**config.mk**
```make
export PLATFORM = sky130hd
export DESIGN_NAME = uart_tx_fifo_flat
export DESIGN_NICKNAME = d
export VERILOG_FILES = /design/src/rtl/uart_tx_fifo_if.sv /design/src/rtl/uart_tx_fifo.sv /design/src/flat_wrapper.sv
export SDC_FILE = /design/constraint.sdc
export NUM_CORES = 1
export LEC_CHECK = 0
export CAP_MARGIN = 20
export CORE_AREA = 2 2 126 91
export CTS_CLUSTER_SIZE = 25
export DETAILED_ROUTE_END_ITERATION = 12
export DIE_AREA = 0 0 128 93
export PLACE_DENSITY = 0.74
export SETUP_SLACK_MARGIN = 0.5
export SYNTH_ARGS = -nofsm -noshare
export SYNTH_HDL_FRONTEND = slang
export SYNTH_SLANG_ARGS = --single-unit
```
**constraint.sdc**
```tcl
create_clock -name clock -period 4 [get_ports clock]
set_clock_uncertainty 0.15 [all_clocks]
set_input_delay 1.2 -clock clock [delete_from_list [all_inputs] [get_ports clock]]
set_output_delay 1.2 -clock clock [all_outputs]
set_load 0.02 [all_outputs]
```
**src/rtl/uart_tx_fifo_if.sv**
```systemverilog
// Host-write and transmitter-handshake bundle for uart_tx_fifo.
// The master side is the host plus transmitter; the slave side is the FIFO.
interface uart_tx_fifo_if #(
  parameter int DEPTH_LOG2 = 4
);
  logic                  wr_en;
  logic [7:0]            wr_data;
  logic                  tx_done;
  logic                  tx_start;
  logic [7:0]            data_out;
  logic                  full;
  logic                  empty;
  logic [DEPTH_LOG2:0]   count;

  modport master (
    output wr_en, wr_data, tx_done,
    input  tx_start, data_out, full, empty, count
  );

  modport slave (
    input  wr_en, wr_data, tx_done,
    output tx_start, data_out, full, empty, count
  );
endinterface

```
**src/rtl/uart_tx_fifo.sv**
```systemverilog
// Circular byte FIFO feeding a UART transmitter via an active-low tx_start / tx_done handshake.
// Optional sticky overflow flag and port enabled by defining UART_TX_FIFO_OVF_EN.
module uart_tx_fifo #(
  parameter int DEPTH_LOG2 = 4
) (
  input  logic              clock,
  input  logic              reset,
  uart_tx_fifo_if.slave     bus
`ifdef UART_TX_FIFO_OVF_EN
  ,
  output logic              overflow
`endif
);

  localparam int unsigned DEPTH = 1 << DEPTH_LOG2;
  localparam int unsigned CNT_W = DEPTH_LOG2 + 1;

  localparam logic [1:0] IDLE    = 2'd0;
  localparam logic [1:0] START   = 2'd1;
  localparam logic [1:0] BUSY    = 2'd2;
  localparam logic [1:0] RELEASE = 2'd3;

  logic [7:0]            mem [DEPTH];
  logic [DEPTH_LOG2-1:0] wr_ptr;
  logic [DEPTH_LOG2-1:0] rd_ptr;
  logic [1:0]            state;
  logic                  pop;
  logic                  push;
  logic [CNT_W-1:0]      count_nxt;

  // A pop in the same cycle frees a slot, so a write to a full FIFO is still accepted then.
  always_comb begin
    pop  = (state == IDLE) && !bus.empty;
    push = bus.wr_en && (!bus.full || pop);
    count_nxt = bus.count;
    case ({push, pop})
      2'b10:   count_nxt = bus.count + 1'b1;
      2'b01:   count_nxt = bus.count - 1'b1;
      default: count_nxt = bus.count;
    endcase
  end

  always_ff @(posedge clock) begin
    if (push) mem[wr_ptr] <= bus.wr_data;
  end

  always_ff @(posedge clock) begin
    if (reset) begin
      state        <= IDLE;
      bus.tx_start <= 1'b1;
      bus.data_out <= '0;
      wr_ptr       <= '0;
      rd_ptr       <= '0;
      bus.count    <= '0;
      bus.empty    <= 1'b1;
      bus.full     <= 1'b0;
    end else begin
      if (push) wr_ptr <= wr_ptr + 1'b1;
      bus.count <= count_nxt;
      bus.empty <= (count_nxt == '0);
      bus.full  <= (count_nxt == CNT_W'(DEPTH));

      case (state)
        IDLE: begin
          if (pop) begin
            bus.data_out <= mem[rd_ptr];
            rd_ptr       <= rd_ptr + 1'b1;
            bus.tx_start <= 1'b0;
            state        <= START;
          end
        end
        START: begin
          bus.tx_start <= 1'b1;
          state        <= BUSY;
        end
        BUSY: begin
          if (bus.tx_done) state <= RELEASE;
        end
        RELEASE: begin
          // Wait for tx_done to drop so one long pulse is never taken as two frames.
          if (!bus.tx_done) state <= IDLE;
        end
        default: state <= IDLE;
      endcase
    end
  end

`ifdef UART_TX_FIFO_OVF_EN
  always_ff @(posedge clock) begin
    if (reset) begin
      overflow <= 1'b0;
    end else if (bus.wr_en && bus.full && !pop) begin
      overflow <= 1'b1;
    end
  end
`endif

endmodule

```
**src/flat_wrapper.sv**
```systemverilog
// flat-port wrapper written by rule: the top's interface ports become plain ports
module uart_tx_fifo_flat 
#(
  parameter int DEPTH_LOG2 = 4
)
  (clock, reset, bus_wr_en, bus_wr_data, bus_tx_done, bus_tx_start, bus_data_out, bus_full, bus_empty, bus_count);
  uart_tx_fifo_if #(.DEPTH_LOG2(DEPTH_LOG2)) bus_i ();
  input  logic clock;
  input  logic reset;
  input wire logic [$bits(bus_i.wr_en)-1:0] bus_wr_en;
  input wire logic [$bits(bus_i.wr_data)-1:0] bus_wr_data;
  input wire logic [$bits(bus_i.tx_done)-1:0] bus_tx_done;
  output wire logic [$bits(bus_i.tx_start)-1:0] bus_tx_start;
  output wire logic [$bits(bus_i.data_out)-1:0] bus_data_out;
  output wire logic [$bits(bus_i.full)-1:0] bus_full;
  output wire logic [$bits(bus_i.empty)-1:0] bus_empty;
  output wire logic [$bits(bus_i.count)-1:0] bus_count;
  assign bus_i.wr_en = bus_wr_en;
  assign bus_i.wr_data = bus_wr_data;
  assign bus_i.tx_done = bus_tx_done;
  assign bus_tx_start = bus_i.tx_start;
  assign bus_data_out = bus_i.data_out;
  assign bus_full = bus_i.full;
  assign bus_empty = bus_i.empty;
  assign bus_count = bus_i.count;
  uart_tx_fifo #(.DEPTH_LOG2(DEPTH_LOG2)) u_core (.clock(clock), .reset(reset), .bus(bus_i));
endmodule
```
# Word level (Yosys, flattened, before mapping)
# Memories as Yosys holds them, arrays and structs flattened. A register that Yosys moved wholly into a read port is not among the register bits.
# Cells that the tools add are included.
# op_classes
addsub	4
div_mod_pow	0
bitwise_logic	0
n_shift	0
mux	9
n_reduce_logical	11
order_cmp	0
n_eq_ne	9
n_mul	0
# ops
cell	count
one-hot mux 5 bit (2 select lines)	1
adder 4 x 1 -> 4 bit, second input constant	2
one-hot mux 2 bit (4 select lines)	1
equality test 2 bit, second input constant	3
two-way mux 2 bit	3
adder 5 x 1 -> 5 bit, second input constant	1
equality test 5 bit, second input constant	1
zero test 5 bit	1
subtractor 5 x 1 -> 5 bit, second input constant	1
equality test 2 x 1 -> 1 bit, second input constant	2
inequality test 2 bit, second input constant	2
AND reduction 2 bit	2
two-way mux 1 bit	3
AND reduction 3 bit	1
logical AND 1 bit	2
zero test 1 bit	2
zero test 2 bit	1
inequality test 2 x 1 -> 1 bit, second input constant	1
one-hot mux 1 bit (2 select lines)	1
nonzero test 2 bit	1
logical OR 1 bit	1
# totals
register_bits	18
latch_bits	0
mem_bits_rw	128
output_inout_bits	16
mem_count	1
romBits	0
# mem_list
memory	depth	width	read_ports	rd_clocked_by_memory_dff	wr	line	source
u_core.mem	16	8	1	1	1	uart_tx_fifo.sv:23	logic [7:0] mem [DEPTH];

# Depth between registers and ports, before layout
# Gate-level depths: netlist of run 1.
# depth
ltp_word	7
mapped_depth	14
depth_no_buf	13

# Least setup slack after synthesis of run 1
# OpenSTA, ideal clock, no wires.
# synth_path
kind	input port to flip-flop
from	input bus_wr_en
to	register u_core.bus.full
arrival_time_ns	3.130
setup_slack_ns	0.655
n_path_buf	1
cell_stages	11
required_ns	3.785
cell_sequence	a21boi_2 -> inv_1 -> ha_1 -> buf_2 -> xor2_1 -> ha_1 -> a21oi_1 -> mux2i_1 -> xnor2_1 -> a211oi_1 -> nor2b_1
# synth_between
elab_chain_cells	4
elab_cells_between_ends	5
cone_classes	eq/ne (3); mux (1); reduce/logical (1)
# synth_rtl
element	line	source
start: declaration	flat_wrapper.sv:10	input wire logic [$bits(bus_i.wr_en)-1:0] bus_wr_en;
logical AND 1 bit *	uart_tx_fifo.sv:34	push = bus.wr_en && (!bus.full || pop);
equality test 2 x 1 -> 1 bit / equality test 2 bit (equally long branches)	uart_tx_fifo.sv:36	case ({push, pop})
one-hot mux 5 bit (2 select lines) *	uart_tx_fifo.sv:36	
equality test 5 bit *	uart_tx_fifo.sv:61	bus.full <= (count_nxt == CNT_W'(DEPTH));
end signal: assignment	uart_tx_fifo.sv:61	
end: declaration	uart_tx_fifo_if.sv:22	output tx_start, data_out, full, empty, count
# Every way passes the cells marked *; elsewhere a longest branch is shown, timed or not.
# A chain may end at the register's enable or synchronous reset.

# Final worst setup path of run 1
# Same ends and word-level chain as after synthesis.

==> flow_metrics.tcl, run 1 <==
set metrics [dict create \
    status "complete, no violations" \
    synth.cell_area_mm2 0.006279 \
    vias_per_cell 6.002 \
    p_sw_frac 0.2717 \
    worstReg2RegStart "u_core.state[0]" \
    fillers 719 \
    cts_buffer_depth 2 \
    ios 28 \
    met2_usage 0.3440 \
    fp.dieW_um 128 \
    num_vias 3391 \
    drc 0 \
    endpoint "u_core.bus.full" \
    worstPathArrival_ns 3.51 \
    cts_buffers 17 \
    gr-usage-all-layers 0.2283 \
    clock-root-buffer "clkbuf_16" \
    worst_setup_path_start_kind "input pin" \
    nets 441 \
    dp.cells 533 \
    ys_seq_elements 154 \
    avgSynthCellArea_um2 16.97 \
    wl_per_cell_um 22.01 \
    grt_pass1_vias 3413 \
    max-vdd-ir-drop_mv 0.2926 \
    dr.pass1.iters 5 \
    finalSetupTns_ns 0 \
    worst_pin_slew_ns 0.8669 \
    synth_top_family_by_area "multiplexers" \
    endpoint_kind "flop" \
    async_reset_ff_frac 0 \
    cap_violations 0 \
    final_common_cell "edfxtp_1" \
    r2r_cells 12 \
    met1_usage 0.3296 \
    seq_power_share 0.452 \
    drive_above_1_share 0.1678 \
    slew_violations 0 \
    pwr-share-comb 0.215 \
    setup.worst_path.class "in -> reg" \
    fmax_mhz 302.5 \
    path_max_fanout 4 \
    drtIter0Drc 310 \
    syn-num-nets 395 \
    crit_required_ns 4.20 \
    numClockSinks 154 \
    synth_compound_area_frac 0.05221 \
    p_per_area_mw_per_mm2 606.0 \
    insertedDiodeCount 0 \
    initial_core_util 0.5851 \
    num_rows 32 \
    portBuffers 27 \
    grt_first_pass_wirelength_um 19120 \
    cts_tree "yes" \
    setup_viol 0 \
    synth_edf_count 128 \
    instances_no_fill 565 \
    clk_latency_ns 0.42 \
    synth_fa_ha_area_frac 0.02591 \
    synth.distinct_cells 38 \
    ys.flop_type "edfxtp_1" \
    p_clk_frac 0.332 \
    antenna_found_initial 0 \
    synth_xor_area_frac 0.01395 \
    dp_hpwl_um 7772 \
    worstReg2RegEnd "u_core.bus.full" \
    ctsHoldBuffers 0 \
    slew_headroom 0.4220 \
    p_int_uw 3221 \
    timing.hold.ws_ns 0.3332 \
    post_cts_resized 0 \
    reg2reg_slack_ns 0.89 \
    final_cell_mix "edfxtp_1, nor2_1, clkdlybuf4s50_1" \
    synthSimpleGateAreaFrac 0.05281 \
    die_h_um 93 \
    coreArea_mm2 0.01073 \
    syn-instance-count 370 \
    syn2layout_area_growth_pct 16.24 \
    path_clk_slew_ns 0.06 \
    leakagePower_uw 0.002490 \
    busiest_layer "met2" \
    h-tree-depth 4 \
    grtUsageMet3 0.05435 \
    postCtsSetupBuffers 0 \
    startpoint "bus_wr_en" \
    synthMuxAreaShare 0.1331 \
    die-area_mm2 0.01190 \
    wl_um 12430 \
    final_antenna_net_count 0 \
    fin_crit_ns 3.305 \
    gp_congestion 0.7823 \
    period_share 0.8263 \
    rsz0062_at_grt "false" \
    synth.yosys.seq_area_share 0.6951 \
    hold_class "reg -> reg" \
    finalHoldViolCount 0 \
    grt-ovfl-total 0 \
    synth_warnings 0 \
    p_sw_uw 1202 \
    grt_max_degree 36 \
]
worst min-delay path by stage:
stage / start / cells past startpoint / endpoint
after global placement: u_core.bus.data_out[3] / 2 / u_core.bus.data_out[3]
after detailed placement: u_core.bus.data_out[3] / 2 / u_core.bus.data_out[3]
final: u_core.bus.data_out[3] / 2 / u_core.bus.data_out[3]
after floorplan: u_core.state[1] / 2 / u_core.state[1]
after CTS: u_core.bus.data_out[3] / 2 / u_core.bus.data_out[3]
after global routing: u_core.bus.data_out[6] / 2 / u_core.bus.data_out[6]
layer usage:
metal,up-vias,wire length [um]
met3,16,794
met5,-,0
met1,1724,5591
li1,1538,-
met4,0,199
met2,113,5848
power by group through the flow:
stage                     sequential (uW)  combinational [uW]  clock, uW
after CTS                            2000                 955       1490
after global placement               2030                 930          0
after global routing                 2020                1040       1570
after detailed placement             2040                 951          0
after floorplan                      1990                 714          0
final                                2000                 953       1470
Yosys cell counts, types with 3 or more instances:
master,n,area [um^2]
nor2_1,38,142.6
nand2b_1,3,18.77
edfxtp_1,128,3844
a21oi_1,23,115.1
clkbuf_1,11,41.29
xnor2_1,3,26.28
nor2b_1,7,43.79
dfxtp_1,26,520.5
a22oi_1,16,120.1
mux4_2,18,405.4
mux4_1,14,367.9
buf_6,3,33.78
inv_1,8,30.03
ha_1,13,162.7
nor3_1,5,25.02
xor2_1,7,61.31
mux2i_1,4,40.04
nand2_1,11,41.29
buf_4,4,30.03
sequential cells by signal, indices dropped and copies added, names as in the netlist:
signal and flops:
u_core.mem 128, u_core.bus.data_out 8, u_core.bus.count 5, u_core.rd_ptr 4
u_core.wr_ptr 4, u_core.state 2, u_core.bus.empty 1, u_core.bus.full 1
u_core.bus.tx_start 1
through the flow:
step                cell area [um^2]  setup WS [ns]  utilization  total power, uW
finish                          7298         0.6947       0.6802             4423
CTS                             7298         0.7003       0.6802             4454
global route                    7298         0.5276       0.6802             4629
global placement                6755         0.3711       0.6295             2962
floorplan                       6279         0.6549            -             2702
detailed placement              6755         0.2805       0.6295             2989
worst max-delay path: stages:
cell and delay, ns:
clkdlybuf4s50_1 0.45, a21boi_2 0.17, inv_1 0.08, ha_1 0.22, xor2_1 0.17, ha_1 0.24, a21oi_1 0.17, mux2i_1 0.24
xnor2_1 0.10, a211oi_1 0.30, nor2b_1 0.17
cell type report:
class	instances	area (um^2)	area share
clock inverters	8	71.32	0.009772
inverters	8	30.03	0.004115
multi-input cells	185	1745	0.2392
clock buffers	24	471.7	0.06463
flip-flops and latches	154	4367	0.5983
repair buffers	50	442.9	0.06069
well taps	136	170.2	0.02332
kinds of logic after synthesis:
group	count (synthesis)
AO/OA/AOI/OAI	51
XOR/XNOR	10
adder cells (fa/ha/maj)	13
buffers and inverters	31
flip-flops	154
multiplexers	38
AND/OR/NAND/NOR	73
Note: power is estimated with default switching activity, not from simulation.
==> run 2: changes to the inputs <==
Clock period 4 ns to 3.3 ns, I/O delays scaled along.
==> run 2 against run 1 <==
Largest power group unchanged. Wire length grew 2.6%. Combinational power grew 40%. Non-clock buffer count grew 5.
==> flow_metrics.tcl, run 2 (same netlist as run 1, synthesis figures left out) <==
set metrics [dict create \
    final_antenna_net_count 0 \
    dr.pass1.iters 7 \
    largest-register "u_core.mem" \
    grt_max_degree 36 \
    insertedDiodeCount 0 \
    worst_setup_path_start_kind "flop" \
    grt_pass1_vias 3368 \
    worst_pin_slew_ns 0.7283 \
    cap_violations 0 \
    max_stage_delay_ns 0.68 \
    syn2layout_area_growth_pct 19.55 \
    hold_class "reg -> reg" \
    worstPathArrival_ns 1.60 \
    num_vias 3460 \
    period_share 0.8304 \
    fillers 702 \
    seq_power_share 0.413 \
    fmax_mhz 364.9 \
    wl_um 12760 \
    p_clk_frac 0.357 \
    timing.hold.ws_ns 0.3433 \
    p_per_area_mw_per_mm2 769.0 \
    leakagePower_uw 0.002568 \
    p_sw_frac 0.2730 \
    register_area_mm2 0.004369 \
    path_clk_slew_ns 0.06 \
    num_rows 32 \
    finalHoldViolCount 0 \
    h-tree-depth 4 \
    finalWorstSetupSlack_ns 0.5597 \
    slew_violations 0 \
    die_h_um 93 \
    status "complete, no violations" \
    gr-usage-all-layers 0.2332 \
    p_int_uw 4197 \
    numClockSinks 154 \
    nets 446 \
    drc 0 \
    max-vdd-ir-drop_mv 0.5446 \
    wl_met2_um 6003 \
    die-area_mm2 0.01190 \
    slew_headroom 0.5127 \
    dr_wl_met3_um 779 \
    vias_per_cell 6.070 \
    coreArea_mm2 0.01073 \
    fin_crit_ns 2.740 \
    pwr-share-comb 0.230 \
    cts_buffer_depth 2 \
    grt-ovfl-total 0 \
    antenna_found_initial 0 \
    crit_buf_inv 1 \
    initial_core_util 0.5851 \
    endpoint_kind "primary output" \
    wl_per_cell_um 22.38 \
    cts_tree "yes" \
    crit_required_ns 2.16 \
    clk_latency_ns 0.41 \
    drive_above_1_share 0.2212 \
    ios 28 \
    wl_met1_um 5755 \
    grt_first_pass_wirelength_um 19750 \
    p_sw_uw 1576 \
    largest_reg_flops 128 \
    clock-root-buffer "clkbuf_16" \
    top_layer "met4" \
    critPathSlowestCell "clkdlybuf4s50_1" \
    portBuffers 27 \
    final_common_cell "edfxtp_1" \
    multiInputGateArea_mm2 0.001804 \
    setup.worst_path.class "reg -> out" \
    cp_cell_sequence "clkdlybuf4s50_1" \
    path_delay_family "buffers and inverters" \
    largestRegisters "u_core.mem (128), u_core.bus.data_out (8), u_core.bus.count (5)" \
    rsz0062_at_grt "false" \
    dp_hpwl_um 7722 \
    fp.dieW_um 128 \
    path_max_fanout 8 \
    cts_buffers 17 \
    place_ws_ns -0.09433 \
    gp_congestion 0.7323 \
    final_cell_mix "edfxtp_1, nor2_1, clkdlybuf4s50_1, buf_4" \
    drtIter0Drc 361 \
    reg2reg_slack_ns 0.64 \
    setup_viol 0 \
]
==> run 2: cell count changes in the layout (fill, tap and decap cells not counted), moves of 3 or more <==
cell	change
bufinv_16	+3
clkbuf_1	-5
clkinv_4	+3
buf_4	+3
==> run 2: path summary, 6_finish.rpt <==
path / end / cells past startpoint / from
max: bus_count[0] / 1 / u_core.bus.count[0]
min: u_core.bus.data_out[4] / 2 / u_core.bus.data_out[4]
max reg2reg: u_core.bus.empty / 13 / u_core.state[0]
min reg2reg: u_core.bus.data_out[4] / 2 / u_core.bus.data_out[4]
==> run 2: area by class of cell <==
type | instances | area share
tap | 136 | 0.02267
clock inverter | 14 | 0.02584
clock buffer | 18 | 0.05851
multi-input combinational | 185 | 0.2404
inverter | 8 | 0.004501
sequential | 154 | 0.5821
timing repair buffer | 55 | 0.06601
==> run 2: per-layer routing <==
metal / up-vias / global-route usage
met3: 21 / 0.05149
met1: 1770 / 0.3497
li1: 1554 / -
met4: 0 / 0.07051
met5: - / 0
met2: 115 / 0.3480
==> run 2: stage by stage <==
step | setup TNS (ns) | power (uW) | instances | utilization | area [um^2]
after global routing | 0 | 6009 | 570 | 0.6995 | 7506
after detailed placement | -0.1913 | 3660 | 534 | 0.6334 | 6797
final | 0 | 5772 | 570 | 0.6995 | 7506
after floorplan | 0 | 3294 | 370 | - | 6307
after CTS | 0 | 5743 | 567 | 0.6959 | 7467
after global placement | -0.06624 | 3618 | 534 | 0.6334 | 6797
==> run 2: power groups by stage <==
stage / sequential (uW) / clock, uW / combinational (uW)
after floorplan: 2410 / 0 / 884
after global placement: 2410 / 0 / 1210
after detailed placement: 2420 / 0 / 1240
after CTS: 2380 / 2080 / 1280
after global routing: 2410 / 2160 / 1440
final: 2380 / 2060 / 1330
==> run 2: tightest hold or removal path, cell delays in order (launching register included) <==
cell and delay [ns]:
dfxtp_1 0.33, a21oi_1 0.06, nor2_1 0.07
==> run 2: timing repair <==
| item | 4_1_cts | 5_1_grt |
|---|---|---|
| resized for setup | 8 | 6 |
| setup buffers | 1 | 3 |
| pin swaps | 1 | 0 |
| hold buffers | 0 | 0 |
| endpoints found under the setup margin | 3 | 6 |
| gates cloned | 0 | 0 |
